## config.mk

```make
export PLATFORM = sky130hd
export DESIGN_NAME = obstacle_streamer
export DESIGN_NICKNAME = d
export VERILOG_FILES = /design/src/rtl/obstacle_streamer.sv
export SDC_FILE = /design/constraint.sdc
export NUM_CORES = 1
export LEC_CHECK = 0
export ABC_CLOCK_PERIOD_IN_PS = 2100
export CAP_MARGIN = 20
export CELL_PAD_IN_SITES_DETAIL_PLACEMENT = 0
export CELL_PAD_IN_SITES_GLOBAL_PLACEMENT = 1
export CORE_MARGIN = 1.5
export CORE_UTILIZATION = 35
export CTS_CLUSTER_SIZE = 24
export DETAILED_ROUTE_END_ITERATION = 7
export GPL_ROUTABILITY_DRIVEN = 1
export PLACE_DENSITY_LB_ADDON = 0.1
export SETUP_SLACK_MARGIN = 0.15
export SYNTH_ARGS = -nofsm -noshare
export SYNTH_HDL_FRONTEND = slang
export SYNTH_SLANG_ARGS = --single-unit
export TNS_END_PERCENT = 1
```

## constraint.sdc

```tcl
create_clock -name clk -period 2.1 [get_ports clk]
set_clock_uncertainty 0.05 [all_clocks]
set_input_delay 0.42 -clock clk [delete_from_list [all_inputs] [get_ports clk]]
set_output_delay 0.42 -clock clk [all_outputs]
set_load 0.01 [all_outputs]
```

## src/rtl/obstacle_streamer.sv

```systemverilog
// Streams a frame's obstacle list from BRAM to the projector with a minimum strobe spacing,
// then runs the done/done_ack level handshake. Optional macro: OBSTACLE_SKIP_EMPTY_EN.
module obstacle_streamer #(
    parameter int ADDR_W = 6,
    parameter int RD_LAT = 2,
    parameter int GAP    = 12
) (
    input  logic              clk,
    input  logic              rst,
    input  logic              frame_start,
    input  logic [ADDR_W:0]   obstacle_count,
    output logic [ADDR_W-1:0] rd_addr,
    input  logic [15:0]       rd_data,
    output logic [15:0]       obstacle,
    output logic              obstacle_valid,
    output logic              done,
    input  logic              done_ack,
    output logic              busy,
    output logic              overrun,
    output logic [2:0]        dbg_state
);

    // Handshakes: obstacle_valid is a one-cycle strobe qualifying obstacle (no backpressure);
    // done is a level held until done_ack is seen high, then the block waits for done_ack low.
    typedef enum logic [2:0] {
        S_IDLE    = 3'd0,
        S_FETCH   = 3'd1,
        S_SPACE   = 3'd2,
        S_HOLD    = 3'd3,
        S_RELEASE = 3'd4
    } state_t;

    localparam logic [ADDR_W:0] MAX_COUNT  = {1'b1, {ADDR_W{1'b0}}};
    localparam logic [7:0]      FETCH_LAST = 8'(RD_LAT);
    localparam logic [7:0]      GAP_LAST   = 8'(GAP - 1);

    state_t              state_q, state_d;
    logic [ADDR_W-1:0]   idx_q, idx_d;
    logic [ADDR_W:0]     remaining_q, remaining_d;
    logic [7:0]          cnt_q, cnt_d;
    logic [15:0]         obstacle_q, obstacle_d;
    logic                valid_q, valid_d;
    logic                done_q, done_d;
    logic                overrun_q, overrun_d;
    logic                advance;
    logic                skip_word;

`ifdef OBSTACLE_SKIP_EMPTY_EN
    assign skip_word = (rd_data == 16'h0000);
`else
    assign skip_word = 1'b0;
`endif

    always_comb begin
        state_d     = state_q;
        idx_d       = idx_q;
        remaining_d = remaining_q;
        cnt_d       = cnt_q;
        obstacle_d  = obstacle_q;
        valid_d     = 1'b0;
        done_d      = 1'b0;
        overrun_d   = frame_start && (state_q != S_IDLE);
        advance     = 1'b0;

        case (state_q)
            S_IDLE: begin
                if (frame_start) begin
                    remaining_d = (obstacle_count > MAX_COUNT) ? MAX_COUNT : obstacle_count;
                    idx_d       = '0;
                    cnt_d       = '0;
                    state_d     = (obstacle_count != '0) ? S_FETCH : S_HOLD;
                end
            end
            S_FETCH: begin
                // cnt_q == RD_LAT is the cycle in which rd_data reflects rd_addr
                if (cnt_q == FETCH_LAST) begin
                    cnt_d = '0;
                    if (skip_word) begin
                        advance = 1'b1;
                    end else begin
                        obstacle_d = rd_data;
                        valid_d    = 1'b1;
                        state_d    = S_SPACE;
                    end
                end else begin
                    cnt_d = cnt_q + 8'd1;
                end
            end
            S_SPACE: begin
                if (cnt_q == GAP_LAST) begin
                    advance = 1'b1;
                end else begin
                    cnt_d = cnt_q + 8'd1;
                end
            end
            S_HOLD: begin
                if (done_ack) begin
                    state_d = S_RELEASE;
                end else begin
                    done_d = 1'b1;
                end
            end
            S_RELEASE: begin
                if (!done_ack) begin
                    state_d = S_IDLE;
                end
            end
            default: state_d = S_IDLE;
        endcase

        // idx is left alone on the last word so it never steps past the list end
        if (advance) begin
            cnt_d       = '0;
            remaining_d = remaining_q - (ADDR_W+1)'(1);
            if (remaining_q == (ADDR_W+1)'(1)) begin
                state_d = S_HOLD;
            end else begin
                idx_d   = idx_q + ADDR_W'(1);
                state_d = S_FETCH;
            end
        end
    end

    always_ff @(posedge clk) begin
        if (rst) begin
            state_q     <= S_IDLE;
            idx_q       <= '0;
            remaining_q <= '0;
            cnt_q       <= '0;
            obstacle_q  <= '0;
            valid_q     <= 1'b0;
            done_q      <= 1'b0;
            overrun_q   <= 1'b0;
        end else begin
            state_q     <= state_d;
            idx_q       <= idx_d;
            remaining_q <= remaining_d;
            cnt_q       <= cnt_d;
            obstacle_q  <= obstacle_d;
            valid_q     <= valid_d;
            done_q      <= done_d;
            overrun_q   <= overrun_d;
        end
    end

    assign rd_addr        = idx_q;
    assign obstacle       = obstacle_q;
    assign obstacle_valid = valid_q;
    assign done           = done_q;
    assign overrun        = overrun_q;
    assign busy           = (state_q != S_IDLE);
    assign dbg_state      = state_q;

endmodule

```

==> impl_metrics.json <==
{
  "hold_class": "register to register",
  "viasPerCell": 5.181,
  "max_freq_ghz": 0.5204,
  "yosys_warnings": 0,
  "wl_per_cell_um": 14.07,
  "crit_arrival_ns": 1.45,
  "yosysTopAreaCellShare": 0.4007,
  "outcome": "finished clean",
  "p_comb_frac": 0.152,
  "synth-seq-cells": 43,
  "port_buffers": 55,
  "ys_seq_area_frac": 0.4007,
  "netSwitchingFraction": 0.2519,
  "grt_pass1_vias": 1939,
  "power_frac_clock": 0.370,
  "synth_area_um2": 2148,
  "clk_latency_ns": 0.30,
  "vdd_drop_max_v": 0.0003413,
  "hold_viol": 0,
  "die_y_um": 81.35,
  "final_max_slew_viol_count": 0,
  "die_area_um2": 6617,
  "synthArstFlopShare": 0,
  "grt_max_degree": 29,
  "die_w_um": 81.35,
  "crit_path_cell_trace": "buf_4 > clkdlybuf4s50_1",
  "vias": 2114,
  "critical_path.top_delay_family": "buffers and inverters",
  "syn_area_per_cell_um2": 8.327,
  "root_buffer": "clkbuf_8",
  "p_sw_uw": 451.2,
  "drt_pass1_iterations": 4,
  "p_int_uw": 1340,
  "fin_nets": 364,
  "rsz0062_at_grt": "true",
  "area.growth.synth_to_final_pct": 42.63,
  "fin_crit_sh": 0.9150,
  "n_antenna_cell": 0,
  "place_congestion": 0.8263,
  "finalCriticalPeriod_ns": 1.921,
  "synth_cells": 258,
  "worst_pin_slew_ns": 0.4603,
  "synth_top_cells_by_count": "dfxtp_1 (43), nand2_1 (43), a21oi_1 (27), nor2_1 (13), nand3_1 (11)",
  "grtUsageTotal": 0.1822,
  "cap_violations": 0,
  "wl_um": 5742,
  "start_util": 0.3628,
  "num_io_pins": 56,
  "drc": 0,
  "setup_viol_count_final": 0,
  "crit_buf_inv": 2,
  "grt_overflow": 0,
  "max_slew_margin": 0.6904,
  "clockBufferDepth": 2,
  "core_area_um2": 5921,
  "htree_levels": 2,
  "drtIter0Drc": 87,
  "synth.net_count": 290,
  "stdcell_area_um2": 3064,
  "grt_pass1_wl_um": 9280,
  "dp_hpwl_um": 4252,
  "critPathMaxStageDelay_ns": 0.55,
  "rows": 28,
  "fin_total_pwr_uw": 1791,
  "cts.reportedPaths.clkPinSlew_ns": 0.09,
  "fin_util": 0.5175,
  "synth.area.top_cells": "dfxtp_1 (40%), nand2_1 (7.5%), a21oi_1 (6.3%)",
  "critPathKind": "register to output port",
  "end_kind": "output port",
  "synth.distinct_cells": 49,
  "fill_cells": 596,
  "cts_tree": "built",
  "antenna_left": 0,
  "antenna_found_initial": 0,
  "cpMaxStageDelayCell": "clkdlybuf4s50_1",
  "place_area_um2": 2933,
  "critical_path.max_fanout": 8,
  "ys.flop_type": "dfxtp_1",
  "power_leakage_uw": 0.001074,
  "numCtsBuffers": 5,
  "startpoint_type": "register",
  "drive_above_1_share": 0.1502,
  "synth_area_leader_cell": "dfxtp_1",
  "power.density_nw_per_um2": 584.6,
  "seqPwrFrac": 0.478,
  "synth_edf_count": 0,
  "cts_sinks": 43,
  "required_ns": 1.63
}
-- worst min-delay path: stages, from the launching register on --
cell and delay (ns):
dfxtp_1 0.32, nand2_1 0.05, a21oi_1 0.05
-- registers in the layout (all words and copies together), names as in the netlist --
name,cells
obstacle,16
overrun,1
done,1
dbg_state,3
rd_addr,6
obstacle_valid,1
remaining_q,7
cnt_q,8
-- logic make-up (layout without fill, tap and decap cells) --
group / count (synthesis) / in the layout / synth area share
buffers and inverters: 20 / 95 / 0.04775
DFF: 43 / 43 / 0.4007
and+or+nand+nor: 130 / 130 / 0.3454
xor gates and xnor gates: 2 / 2 / 0.008155
AOI/OAI and AO/OA: 56 / 56 / 0.1567
muxes: 2 / 2 / 0.01223
adders and majority gates: 5 / 5 / 0.02912
-- final timing paths --
path | startpoint | to | slack (ns) | cells after the start
setup / recovery | dbg_state[2]$_SDFFE_PP0P_ | dbg_state[2] | 0.18 | 2
hold / removal | obstacle[15]$_SDFFE_PP0P_ | obstacle[15]$_SDFFE_PP0P_ | 0.41 | 2
setup reg to reg | cnt_q[0]$_SDFFE_PP0P_ | remaining_q[4]$_SDFFE_PP0P_ | 0.27 | 6
hold reg to reg | obstacle[15]$_SDFFE_PP0P_ | obstacle[15]$_SDFFE_PP0P_ | 0.41 | 2
-- through the flow --
stage	hold WS [ns]	worst slack, ns	std cells	setup TNS (ns)
2_1_floorplan	0.4250	0.2422	258	0
6_report	0.4058	0.1785	408	0
5_1_grt	0.4269	0.1267	408	0
4_1_cts	0.4084	0.1589	407	0
3_5_place_dp	0.3954	-0.09863	399	-0.4916
3_3_place_gp	0.3876	-0.08982	399	-0.4512
-- power by group through the flow --
stage | Combinational [µW] | Sequential, µW | Clock [µW]
5_1_grt | 298 | 861 | 711
2_1_floorplan | 119 | 877 | 0
3_5_place_dp | 274 | 875 | 0
6_report | 272 | 856 | 663
4_1_cts | 274 | 857 | 685
3_3_place_gp | 274 | 875 | 0
-- final cells by class --
cell class                      count  area, µm²  share of cell area
Tap cell                           75      93.84             0.03062
Inverter                            4      15.01            0.004900
Timing Repair Buffer               83      784.5              0.2560
Clock buffer                        5      68.82             0.02246
Clock inverter                      3      43.79             0.01429
Multi-Input combinational cell    195       1194              0.3895
Sequential cell                    43      864.6              0.2822
-- placed cells by master, fill, tap and decap left out, types with 5 or more instances in the layout --
master,count
nor2_1,13
nand3_1,11
nor4_1,5
nand4_1,8
a21oi_1,27
or3_1,6
clkbuf_8,5
clkdlybuf4s50_1,54
dfxtp_1,40
o211ai_1,5
nand2_1,43
or4_1,5
a31oi_1,10
buf_4,26
-- metal layers --
| layer | wire (µm) | share of wire | global-route usage |
|---|---|---|---|
| met1 | 2822 | 0.49 | 0.2396 |
| met2 | 2529 | 0.44 | 0.2934 |
| met3 | 294 | 0.051 | 0.03820 |
| met4 | 95 | 0.017 | 0.06379 |
| met5 | 0 | 0 | 0 |
-- repair_timing --
item,in CTS,in global routing
setup endpoints to repair,4,5
setup buffers,0,1
hold buffers,0,0
gates resized for setup,4,2
No activity file was read; power rests on OpenSTA's default activity.
